$ cat src/rtl/router_fifo_if.sv
`default_nettype none
// ============================================================================
// Module   : router_fifo_if
// Brief    : Write/read handshake bundle between router, client and router_fifo
// Revision : 1.0 - initial release
// ============================================================================
interface router_fifo_if #(
  parameter int DW   = 8,
  parameter int LENW = 6
);
  logic          write_enb;
  logic          read_enb;
  logic          lfd_state;
  logic [DW-1:0] data_in;
  logic          full;
  logic          empty;
  logic [DW-1:0] data_out;
  logic [LENW:0] pkt_count;

  modport master (
    output write_enb, read_enb, lfd_state, data_in,
    input  full, empty, data_out, pkt_count
  );

  modport slave (
    input  write_enb, read_enb, lfd_state, data_in,
    output full, empty, data_out, pkt_count
  );
endinterface
`default_nettype wire

$ cat src/rtl/router_fifo.sv
`default_nettype none
// ============================================================================
// Module   : router_fifo
// Brief    : Per-destination packet buffer with header tagging and read-side
//            remaining-byte counter.
// Revision : 1.0 - initial release
// ============================================================================
module router_fifo #(
  parameter int DEPTH = 16,
  parameter int DW    = 8,
  parameter int AW    = 4,
  parameter int LENW  = 6
) (
  input  wire logic     clk,
  input  wire logic     resetn,
  input  wire logic     soft_reset,
  router_fifo_if.slave  bus
);

  localparam int c_WW = DW + 1;

  logic [c_WW-1:0] r_mem [DEPTH];
  logic [AW:0]     r_wptr;
  logic [AW:0]     r_rptr;
  logic [DW-1:0]   r_data_out;
  logic [LENW:0]   r_pkt_count;

  logic            w_full;
  logic            w_empty;
  logic            w_wr_acc;
  logic            w_rd_acc;
  logic [c_WW-1:0] w_rd_word;
  logic [LENW:0]   w_hdr_len;

  assign w_empty  = (r_wptr == r_rptr);
  assign w_full   = (r_wptr[AW-1:0] == r_rptr[AW-1:0]) && (r_wptr[AW] != r_rptr[AW]);
  assign w_wr_acc = bus.write_enb && !w_full;
  assign w_rd_acc = bus.read_enb && !w_empty;

  assign w_rd_word = r_mem[r_rptr[AW-1:0]];
  // Header length field plus one for the trailing parity byte.
  assign w_hdr_len = {1'b0, w_rd_word[LENW+1:2]} + {{LENW{1'b0}}, 1'b1};

  always_ff @(posedge clk) begin
    if (!resetn) begin
      for (int i = 0; i < DEPTH; i++) begin
        r_mem[i] <= '0;
      end
    end else if (!soft_reset && w_wr_acc) begin
      r_mem[r_wptr[AW-1:0]] <= {bus.lfd_state, bus.data_in};
    end
  end

  always_ff @(posedge clk) begin
    if (!resetn || soft_reset) begin
      r_wptr <= '0;
      r_rptr <= '0;
    end else begin
      if (w_wr_acc) begin
        r_wptr <= r_wptr + 1'b1;
      end
      if (w_rd_acc) begin
        r_rptr <= r_rptr + 1'b1;
      end
    end
  end

  always_ff @(posedge clk) begin
    if (!resetn || soft_reset) begin
      r_data_out  <= '0;
      r_pkt_count <= '0;
    end else if (w_rd_acc) begin
      r_data_out <= w_rd_word[DW-1:0];
      if (w_rd_word[DW]) begin
        r_pkt_count <= w_hdr_len;
      end else if (r_pkt_count != '0) begin
        r_pkt_count <= r_pkt_count - 1'b1;
      end
    end else if (r_pkt_count == '0) begin
      // Outside a packet the client sees a quiet bus.
      r_data_out <= '0;
    end
  end

  assign bus.full      = w_full;
  assign bus.empty     = w_empty;
  assign bus.data_out  = r_data_out;
  assign bus.pkt_count = r_pkt_count;

endmodule
`default_nettype wire

$ cat src/flat_wrapper.sv
// flat-port wrapper written by rule: the top's interface ports become plain ports
module router_fifo_flat 
#(
  parameter int DEPTH = 16,
  parameter int DW    = 8,
  parameter int AW    = 4,
  parameter int LENW  = 6
)
  (clk, resetn, soft_reset, bus_write_enb, bus_read_enb, bus_lfd_state, bus_data_in, bus_full, bus_empty, bus_data_out, bus_pkt_count);
  router_fifo_if #(.DW(DW), .LENW(LENW)) bus_i ();
  input  wire logic clk;
  input  wire logic resetn;
  input  wire logic soft_reset;
  input wire logic [$bits(bus_i.write_enb)-1:0] bus_write_enb;
  input wire logic [$bits(bus_i.read_enb)-1:0] bus_read_enb;
  input wire logic [$bits(bus_i.lfd_state)-1:0] bus_lfd_state;
  input wire logic [$bits(bus_i.data_in)-1:0] bus_data_in;
  output wire logic [$bits(bus_i.full)-1:0] bus_full;
  output wire logic [$bits(bus_i.empty)-1:0] bus_empty;
  output wire logic [$bits(bus_i.data_out)-1:0] bus_data_out;
  output wire logic [$bits(bus_i.pkt_count)-1:0] bus_pkt_count;
  assign bus_i.write_enb = bus_write_enb;
  assign bus_i.read_enb = bus_read_enb;
  assign bus_i.lfd_state = bus_lfd_state;
  assign bus_i.data_in = bus_data_in;
  assign bus_full = bus_i.full;
  assign bus_empty = bus_i.empty;
  assign bus_data_out = bus_i.data_out;
  assign bus_pkt_count = bus_i.pkt_count;
  router_fifo #(.DEPTH(DEPTH), .DW(DW), .AW(AW), .LENW(LENW)) u_core (.clk(clk), .resetn(resetn), .soft_reset(soft_reset), .bus(bus_i));
endmodule
$ cat config.mk
export PLATFORM = sky130hd
export DESIGN_NAME = router_fifo_flat
export DESIGN_NICKNAME = d
export VERILOG_FILES = /design/src/rtl/router_fifo_if.sv /design/src/rtl/router_fifo.sv /design/src/flat_wrapper.sv
export SDC_FILE = /design/constraint.sdc
export NUM_CORES = 1
export LEC_CHECK = 0
export CAP_MARGIN = 25
export CORE_AREA = 3 3 116 118
export DETAILED_ROUTE_END_ITERATION = 6
export DIE_AREA = 0 0 119 121
export GPL_ROUTABILITY_DRIVEN = 1
export GPL_TIMING_DRIVEN = 0
export PLACE_DENSITY = 0.92
export SLEW_MARGIN = 20
export SYNTH_ARGS = -nofsm -noshare
export SYNTH_HDL_FRONTEND = slang
export SYNTH_SLANG_ARGS = --single-unit
$ cat constraint.sdc
create_clock -name clk -period 6.6 [get_ports clk]
set_input_delay 0.99 -clock clk [delete_from_list [all_inputs] [get_ports clk]]
set_output_delay 0.99 -clock clk [all_outputs]
set_load 0.05 [all_outputs]
==> out/metrics.cfg, run 1 <==
[min_path]
hold_class = reg2reg

[global_routing]
grt_pass1_vias = 5288
grt_start_max_net_pins = 17
grt.total_usage = 0.288
globalRoute.totalOverflow = 0
antenna_found_initial = 0
grt_pass1_wl_mm = 30.2

[yosys]
ys_seq_area_frac = 0.602
syn_area_per_cell_um2 = 14.0
yosysTopAreaCellShare = 0.531
synth_area_leaders = edfxtp_1 53%, and2_1 11%, dfxtp_1 7.1%
ys_warn_count = 0
ys_ff_latch = 173
syn_nets = 601
yosysTopAreaCell = edfxtp_1
synth_cells = 580
synthDistinctLibCells = 44
syn_area_um2 = 8140

[detailed_routing]
drc_errors = 0
via_count = 5179
ant_nets = 0
drt_first_iter_violations = 808
dr.pass1.iters = 5
drt_wl_total_mm = 19.4
wl_per_cell_um = 23.7
vias_per_cell = 6.34

[setup_path]
cp.arrival_ns = 4.03
critPathSlowestCell = nor3_1
cp_top_family = simple AND/OR/NAND/NOR gates
slowest_delay_ns = 0.98
crit_buf_inv = 1
crit_fanout = 10
endpoint_kind = register
required_ns = 6.67
cp-start-kind = input port
crit_chain = clkdlybuf4s50_1 > and2b_2 > nand3_1 > nor3_1 > nand2b_1
critical_path_class = in2reg

[cts]
cts-root-buf = clkbuf_16
h-tree-depth = 4
numCtsBuffers = 17
postCtsHoldBufs = 0
cts_tree = done
ctsResizeCount = 0
clock_latency_ns = 0.43
cts.sinks = 173
clk_pin_slew_ns = 0.06
post_cts_buffers = 0
cts_buffer_depth = 2

[cells_and_area]
drive_gt1_frac = 0.118
layout_common_cells = 145 x and2_1, 144 x edfxtp_1, 31 x nor2_1, 30 x clkdlybuf4s50_1, 29 x dfxtp_1
final_nets = 653
syn2layout_area_growth_pct = 14.6
num_antenna_cells = 0
layout_commonest_cell = and2_1
nFillCells = 748
finish.instance_area_um2 = 9330

[floorplan]
core_um2 = 12600
rows = 41
die_w_um = 119
initial_core_util = 0.648
dieArea_um2 = 14400
die_y_um = 121
io_pins = 31

[timing]
setup_violations = 0
whs_ns = 0.476
rsz0062_at_grt = no
fmax_mhz = 253
max_slew_margin = 0.260
clock-skew-final_ns = 0.00919
slew_viol_final = 0
worst_pin_slew_ns = 1.10
layout_worst_path_cycle_share = 0.600
min_period_ns = 3.96
hold_viol = 0
tns_ns = 0

[power]
p_clk_frac = 0.451
seq_power_share = 0.496
p_sw_uw = 505
ir_worst_vdd_mv = 0.206
p_leak_uw = 0.00333
swShare = 0.204
power_frac_comb = 0.053
p_int_uw = 1970
power_density_nw_per_um2 = 265

[place]
gp_congestion = 0.920
placed_area_um2 = 8670
io_buffer_count = 30
hpwl_mm = 12.8

[run]
cap_violations = 0

[run_status]
status = completed

cell type report:
class	count	area (µm²)	area share
Sequential cell	173	4900	0.526
Multi-Input combinational cell	372	2990	0.320
Clock buffer	19	433	0.0464
Timing Repair Buffer	33	323	0.0346
Buffer	31	235	0.0252
Clock inverter	13	219	0.0235
Tap cell	172	215	0.0231
Inverter	4	15.0	0.00161
routing by layer:
layer / vias up / global-route usage / part of all wire
li1: 2242 / - / -
met1: 2510 / 0.352 / 0.36
met2: 353 / 0.472 / 0.50
met3: 74 / 0.0821 / 0.10
met4: 0 / 0.144 / 0.042
met5: - / 0 / 0
cell families after synthesis:
family,after synthesis,synth area share
flip-flops,173,0.602
AO/OA/AOI/OAI,59,0.0478
AND/OR/NAND/NOR,248,0.172
buffers and inverters,35,0.0307
XOR/XNOR,18,0.0194
adder cells (fa/ha/maj),7,0.0108
multiplexers,40,0.117
state kept, by name, summed over array words and instances, names as in the netlist, named ones only:
name,count
u_core.r_rptr,5
u_core.bus.pkt_count,7
u_core.r_wptr,5
u_core.bus.data_out,8
u_core.r_mem,144
per-stage QoR:
| step | utilization | instances | setup WS (ns) | power [µW] |
|---|---|---|---|---|
| 6_report | 0.742 | 817 | 2.64 | 2470 |
| 4_1_cts | 0.742 | 816 | 2.85 | 2460 |
| 5_1_grt | 0.742 | 817 | 2.62 | 2530 |
| 2_1_floorplan | - | 580 | 4.07 | 1320 |
| 3_5_place_dp | 0.690 | 784 | 2.40 | 1370 |
| 3_3_place_gp | 0.689 | 782 | 2.55 | 1370 |
cell usage after synthesis:
| library cell | count |
|---|---|
| a211o_1 | 1 |
| a21oi_1 | 17 |
| a21oi_2 | 1 |
| a221oi_1 | 1 |
| a22oi_1 | 9 |
| a22oi_2 | 3 |
| a31oi_1 | 1 |
| and2_1 | 145 |
| and2_2 | 1 |
| and2b_2 | 1 |
| buf_1 | 2 |
| buf_12 | 3 |
| buf_2 | 3 |
| buf_4 | 1 |
| buf_6 | 3 |
| clkbuf_1 | 15 |
| clkbuf_8 | 4 |
| dfxtp_1 | 29 |
| edfxtp_1 | 144 |
| ha_1 | 7 |
| inv_1 | 4 |
| mux2i_1 | 1 |
| mux4_1 | 18 |
| mux4_2 | 21 |
| nand2_1 | 24 |
| nand2_2 | 2 |
| nand2b_1 | 8 |
| nand3_1 | 16 |
| nand4_1 | 5 |
| nand4b_1 | 1 |
| nor2_1 | 31 |
| nor2b_1 | 2 |
| nor3_1 | 8 |
| nor4_2 | 1 |
| o21a_1 | 2 |
| o21ai_0 | 18 |
| o21ai_1 | 1 |
| o21ba_2 | 1 |
| o221a_1 | 2 |
| o2bb2ai_2 | 1 |
| o31a_1 | 1 |
| or3_1 | 3 |
| xnor2_1 | 10 |
| xor2_1 | 8 |
final timing paths:
check | startpoint | end | slack [ns] | cells after the start
worst max-delay path | resetn | u_core.r_mem[1][8] | 2.64 | 5
worst min-delay path | u_core.bus.data_out[4] | u_core.bus.data_out[4] | 0.48 | 2
worst max register to register | u_core.r_wptr[3] | u_core.r_mem[1][8] | 3.15 | 8
worst min register to register | u_core.bus.data_out[4] | u_core.bus.data_out[4] | 0.48 | 2
tightest hold or removal path, stage by stage, from the launching register on:
cell,delay [ns]
dfxtp_1,0.31
nand3_1,0.06
a21oi_1,0.06
power groups by stage:
stage | Sequential, µW | Combinational (µW) | Clock, µW
after global placement | 1240 | 122 | 0
after floorplan | 1240 | 77.6 | 0
after global routing | 1230 | 140 | 1160
after CTS | 1220 | 130 | 1110
final | 1220 | 132 | 1110
after detailed placement | 1250 | 128 | 0
(Power assumes the default switching activity.)
==> inputs of run 2 (changes only) <==
- CORE_AREA: 3 3 116 118 -> 3 3 120 122
- DIE_AREA: 0 0 119 121 -> 0 0 123 125
- PLACE_DENSITY: 0.92 -> 0.88
- clock period: 6.6 -> 3.9 ns (I/O delays scaled with it)
==> run 2 against run 1 <==
Against the previous run:
- sequential power rose by 70%
- count of clock-buffer cells in the layout rose by 1
- worst setup slack got worse by 2.1 ns
- global-route usage fell by 2.5 points
- power rose by 64%
- critical path depth did not move
- die area rose by 6.8%
- register-to-register slack got worse by 2.6 ns
- critical path type unchanged
- via count rose by 0.62%
- worst hold slack got worse by 0.0025 ns
==> out/metrics.cfg, run 2 (synthesized netlist as in run 1, its figures left out) <==
[run_status]
status = completed

[setup_path]
crit_chain = clkdlybuf4s50_1 > and2b_2 > nand3_1 > nor3_1 > nand2b_1
required_ns = 3.97  ; -2.70 ns
endpoint_kind = register
slowest_delay_ns = 0.97  ; about the same
cp.arrival_ns = 3.43  ; -0.60 ns
crit_buf_inv = 1  ; unchanged
cp_top_family = simple AND/OR/NAND/NOR gates
crit_fanout = 10  ; unchanged
critical_path_class = in2reg
cp-start-kind = input port
critPathSlowestCell = nor3_1

[cells_and_area]
largest-register = u_core.r_mem
drive_gt1_frac = 0.118  ; unchanged
multiInputGateArea_um2 = 2990  ; unchanged
fin_cells = 821  ; +0.49%
layout_commonest_cell = and2_1
layout_common_cells = 145 x and2_1, 144 x edfxtp_1, 31 x nor2_1, 30 x clkdlybuf4s50_1, 29 x dfxtp_1
syn2layout_area_growth_pct = 14.0
largest_reg_flops = 144  ; unchanged
final_nets = 653  ; unchanged
num_antenna_cells = 0  ; unchanged
finish.instance_area_um2 = 9280  ; -0.52%
nFillCells = 840  ; +12%
regArea_um2 = 4900  ; unchanged

[detailed_routing]
dr.pass1.iters = 5  ; unchanged
vias_per_cell = 6.35  ; +0.13%
drc_errors = 0  ; unchanged
drt_first_iter_violations = 667  ; -17%
ant_nets = 0  ; unchanged
drt_wl_total_mm = 19.2  ; -0.87%
via_count = 5211  ; +0.62%
wl_per_cell_um = 23.4  ; -1.4%

[timing]
min_period_ns = 3.36
rsz0062_at_grt = no
hold_viol = 0  ; unchanged
max_slew_margin = 0.238  ; -0.0220
clock-skew-final_ns = 0.00661  ; -0.00258 ns
worst_pin_slew_ns = 1.13  ; +0.0328 ns
whs_ns = 0.474  ; -0.00250 ns
fmax_mhz = 297
setup_violations = 0  ; unchanged
layout_worst_path_cycle_share = 0.863
slew_viol_final = 0  ; unchanged
tns_ns = 0  ; unchanged

[global_routing]
grt_start_max_net_pins = 17  ; unchanged
grt.total_usage = 0.263  ; -0.0247
grt_pass1_vias = 5152  ; -2.6%
globalRoute.totalOverflow = 0  ; unchanged
antenna_found_initial = 0  ; unchanged
grt_pass1_wl_mm = 29.3  ; -3.2%

[floorplan]
io_pins = 31  ; unchanged
initial_core_util = 0.612  ; -0.0354
core_um2 = 13300  ; +5.8%
dieArea_um2 = 15400  ; +6.8%
rows = 42  ; +2.4%
die_w_um = 123  ; +3.4%
die_y_um = 125  ; +3.3%

[power]
p_leak_uw = 0.00330  ; -0.90%
ir_worst_vdd_mv = 0.308  ; +49%
power_density_nw_per_um2 = 436  ; +65%

[run]
cap_violations = 0  ; unchanged

[cts]
cts_buffer_depth = 2  ; unchanged
numCtsBuffers = 17  ; unchanged
h-tree-depth = 4  ; unchanged
postCtsHoldBufs = 0  ; unchanged
clk_pin_slew_ns = 0.06  ; about the same
clock_latency_ns = 0.44  ; about the same
cts-root-buf = clkbuf_16
ctsResizeCount = 0  ; unchanged
cts.sinks = 173  ; unchanged
post_cts_buffers = 0  ; unchanged
cts_tree = done

[place]
placed_area_um2 = 8660  ; -0.12%
hpwl_mm = 12.9  ; +1.4%
gp_congestion = 0.850  ; -7.6%
io_buffer_count = 30  ; unchanged
dp_cells = 786  ; +0.26%

[min_path]
hold_class = reg2reg

==> run 2: changes by cell type in the layout (fill, tap and decap cells not counted), sizes merged <==
cell,previous run,this run
clkinvlp,1,4
bufinv,6,4
clkinv,5,3
clkbuf,38,39
==> run 2: where the power goes <==
group	internal, µW	total [µW]	leakage (µW)	switching (µW)
clock network	1070	1760	0.000282	693
registers	2050	2070	0.00172	18.0
logic	78.8	223	0.00130	144
==> run 2: final cells by class <==
cell class,count,share of cell area
Sequential cell,173,0.528
Tap cell,176,0.0237
Timing Repair Buffer,33,0.0340
Clock buffer,20,0.0470
Inverter,4,0.00162
Multi-Input combinational cell,372,0.322
Clock inverter,12,0.0182
Buffer,31,0.0253
==> run 2: metrics by stage <==
stage | util | power [µW] | setup WS, ns
floorplan | - | 2240 | 1.63
global placement | 0.652 | 2310 | 0.325
detailed placement | 0.652 | 2330 | 0.185
CTS | 0.697 | 4060 | 0.639
global route | 0.698 | 4150 | 0.438
finish | 0.698 | 4050 | 0.536
==> run 2: tightest hold or removal path, stage by stage, from the launching register on <==
cell and delay (ns):
dfxtp_1 0.31, nand3_1 0.06, a21oi_1 0.06
==> run 2: final timing paths <==
kind                                 end  depth (start not counted)  slack [ns]                    from
setup reg to reg      u_core.r_mem[0][0]                          8        0.56        u_core.r_wptr[3]
hold reg to reg   u_core.bus.data_out[4]                          2        0.47  u_core.bus.data_out[4]
setup / recovery      u_core.r_mem[0][0]                          5        0.54                  resetn
hold / removal    u_core.bus.data_out[4]                          2        0.47  u_core.bus.data_out[4]
==> run 2: layer usage <==
layer,up-vias,share of wire,global-route usage
met3,66,0.095,0.0510
li1,2243,-,-
met5,-,0,0
met1,2572,0.36,0.333
met2,330,0.50,0.433
met4,0,0.043,0.131
==> inputs of run 3 (changes only) <==
- ABC_AREA: unset -> 1
==> run 3 against run 2 <==
Against the previous run:
- the flow now finishes with violations (design-rule violations)
- critical path type is now reg2out
- utilization up 0.51 points
- sequential power about the same
- non-clock buffer count up 6
- register-to-register slack better by 0.75 ns
==> out/metrics.cfg, run 3 <==
[yosys]
yosysTopAreaCell = edfxtp_1
synthDistinctLibCells = 31  ; -30%
async_flop_share = 0  ; unchanged
synth_cells = 909  ; +57%
ys_top_cells_by_count = 210 x nand2_1, 189 x nor2_1, 144 x edfxtp_1
synth_ff_type = edfxtp_1
syn_nets = 930  ; +55%
yosysTopAreaCellShare = 0.527  ; -0.00429
syn_area_per_cell_um2 = 9.03  ; -36%
ys_ff_latch = 173  ; unchanged
ys_warn_count = 0  ; unchanged
ys_seq_area_frac = 0.598  ; -0.00487
synth_area_leaders = edfxtp_1 53%, nand2_1 9.6%, nor2_1 8.6%
synth_edf_count = 144  ; unchanged
syn_area_um2 = 8210  ; +0.81%
yosysMostFrequentCell = nand2_1

[run_status]
violations = design-rule violations
status = complete, but fails checks

[global_routing]
antenna_found_initial = 0  ; unchanged
grt.total_usage = 0.296  ; +0.0330
grt_start_max_net_pins = 17  ; unchanged
grt_pass1_vias = 6592  ; +28%
globalRoute.totalOverflow = 0  ; unchanged
grt_pass1_wl_mm = 34.7  ; +19%

[setup_path]
endpoint = bus_full
crit_start = u_core.r_wptr[3]
reg2reg_setup_slack_ns = 1.31  ; +0.75 ns
required_ns = 3.31  ; -0.66 ns
reg2reg_to = u_core.bus.pkt_count[4]
cp-start-kind = register
critPathSlowestCell = clkdlybuf4s50_1
crit_chain = xor2_1 > nor2_1 > nand2_1 > or2_4 > inv_1 > clkdlybuf4s50_1
cp_num_cells = 6  ; +1
rr_worst_depth = 11  ; +3
crit_fanout = 6  ; -4
crit_buf_inv = 2  ; +1
slowest_delay_ns = 0.79  ; -0.18 ns
cp_top_family = buffers and inverters
critical_path_class = reg2out
endpoint_kind = output port
cp.arrival_ns = 2.28  ; -1.15 ns

[timing]
rsz0062_at_grt = no
setup_slack_ns = 1.04  ; +0.501 ns
min_period_ns = 2.86  ; -0.501 ns
layout_worst_path_cycle_share = 0.734  ; -0.128
tns_ns = 0  ; unchanged
setup_violations = 0  ; unchanged
fmax_mhz = 349  ; +18%
clock-skew-final_ns = 0.0108  ; +0.00414 ns
whs_ns = 0.471  ; -0.00283 ns
hold_viol = 0  ; unchanged
worst_pin_slew_ns = 0.783  ; -0.351 ns
slew_viol_final = 0  ; unchanged
max_slew_margin = 0.478  ; +0.240

[cells_and_area]
largest_reg_flops = 144  ; unchanged
multiInputGateArea_um2 = 2760  ; -7.6%
layout_common_cells = 210 x nand2_1, 189 x nor2_1, 144 x edfxtp_1, 82 x nand3_1, 75 x inv_1
final_nets = 978  ; +50%
layout_commonest_cell = nand2_1
num_antenna_cells = 0  ; unchanged
regArea_um2 = 4900  ; unchanged
finish.instance_area_um2 = 9350  ; +0.73%
syn2layout_area_growth_pct = 13.9  ; about the same
largest-register = u_core.r_mem
drive_gt1_frac = 0.0959  ; -0.0220
nFillCells = 892  ; +6.2%

[cts]
h-tree-depth = 4  ; unchanged
cts_buffer_depth = 2  ; unchanged
ctsResizeCount = 0  ; unchanged
cts_tree = done
clock_latency_ns = 0.44  ; about the same
cts.sinks = 173  ; unchanged
post_cts_buffers = 0  ; unchanged
postCtsHoldBufs = 0  ; unchanged
clk_pin_slew_ns = 0.07  ; about the same
cts-root-buf = clkbuf_16
numCtsBuffers = 17  ; unchanged

[min_path]
hp-start = u_core.bus.data_out[6]
hold_depth = 2  ; unchanged
hold_class = reg2reg

[detailed_routing]
drc_errors = 1  ; +1
via_count = 6963  ; +34%
ant_nets = 0  ; unchanged
drt_first_iter_violations = 1302  ; +95%
drt_wl_total_mm = 22.3  ; +16%
dr.pass1.iters = 7  ; +2
wl_per_cell_um = 19.5  ; -17%
vias_per_cell = 6.08  ; -4.3%

[floorplan]
core_um2 = 13300  ; unchanged
dieArea_um2 = 15400  ; unchanged
initial_core_util = 0.617  ; +0.00499
die_w_um = 123  ; unchanged
rows = 42  ; unchanged
die_y_um = 125  ; unchanged
io_pins = 31  ; unchanged

[place]
gp_congestion = 0.877  ; +3.2%
placed_area_um2 = 8720  ; +0.65%
pre_cts_slack_ns = 0.957  ; +0.772 ns
hpwl_mm = 14.6  ; +13%
io_buffer_count = 29  ; -3.3%

[power]
power_density_nw_per_um2 = 454  ; +4.0%
ir_worst_vdd_mv = 0.368  ; +20%
p_leak_uw = 0.00394  ; +19%

[run]
cap_violations = 0  ; unchanged

-- run 3: area by class of cell --
class / count / share of cell area
flip-flops and latches: 173 / 0.525
clock inverters: 13 / 0.0191
multi-input cells: 612 / 0.295
clock buffers: 19 / 0.0484
plain buffers: 41 / 0.0249
inverters: 83 / 0.0333
repair buffers: 29 / 0.0310
well taps: 176 / 0.0236
-- run 3: worst register-to-register path: stages (launching register included) --
cell	delay, ns
dfxtp_1	0.33
inv_2	0.19
clkbuf_1	0.58
nand3_1	0.16
nand3_1	0.19
nand3_1	0.14
nand2_2	0.14
ha_1	0.20
a21boi_0	0.28
nand3_1	0.12
nand3_1	0.09
a21oi_1	0.06
-- run 3: logic make-up (layout without fill, tap and decap cells) --
group | after synthesis | after routing | share of synthesized area
XOR/XNOR | 8 | 8 | 0.00854
buffers and inverters | 124 | 185 | 0.0663
AND/OR/NAND/NOR | 517 | 517 | 0.264
AO/OA/AOI/OAI | 80 | 80 | 0.0524
flip-flops | 173 | 173 | 0.598
adder cells (fa/ha/maj) | 7 | 7 | 0.0107
-- run 3: worst min-delay path by stage --
| stage | end | slack, ns |
|---|---|---|
| after floorplan | u_core.r_wptr[4] | 0.45 |
| after global placement | u_core.bus.data_out[7] | 0.45 |
| after detailed placement | u_core.bus.data_out[6] | 0.46 |
| after CTS | u_core.bus.data_out[6] | 0.47 |
| after global routing | u_core.bus.data_out[3] | 0.50 |
| final | u_core.bus.data_out[6] | 0.47 |
-- run 3: metrics by stage --
step / util / power (µW) / instances
2_1_floorplan: - / 2320 / 909
3_3_place_gp: 0.656 / 2410 / 1114
3_5_place_dp: 0.656 / 2430 / 1114
4_1_cts: 0.703 / 4210 / 1146
5_1_grt: 0.703 / 4330 / 1146
6_report: 0.703 / 4240 / 1146
-- run 3: metal layers --
metal	vias up	wire length, µm	track usage
met3	133	2830	0.0867
met2	595	10700	0.480
li1	3070	-	-
met4	0	1010	0.124
met5	-	0	0
met1	3165	7790	0.371
-- run 3: where the power goes --
part / total, µW / switching [µW] / internal [µW]
registers: 2080 / 23.2 / 2050
clock network: 1840 / 776 / 1060
logic: 332 / 242 / 90.2
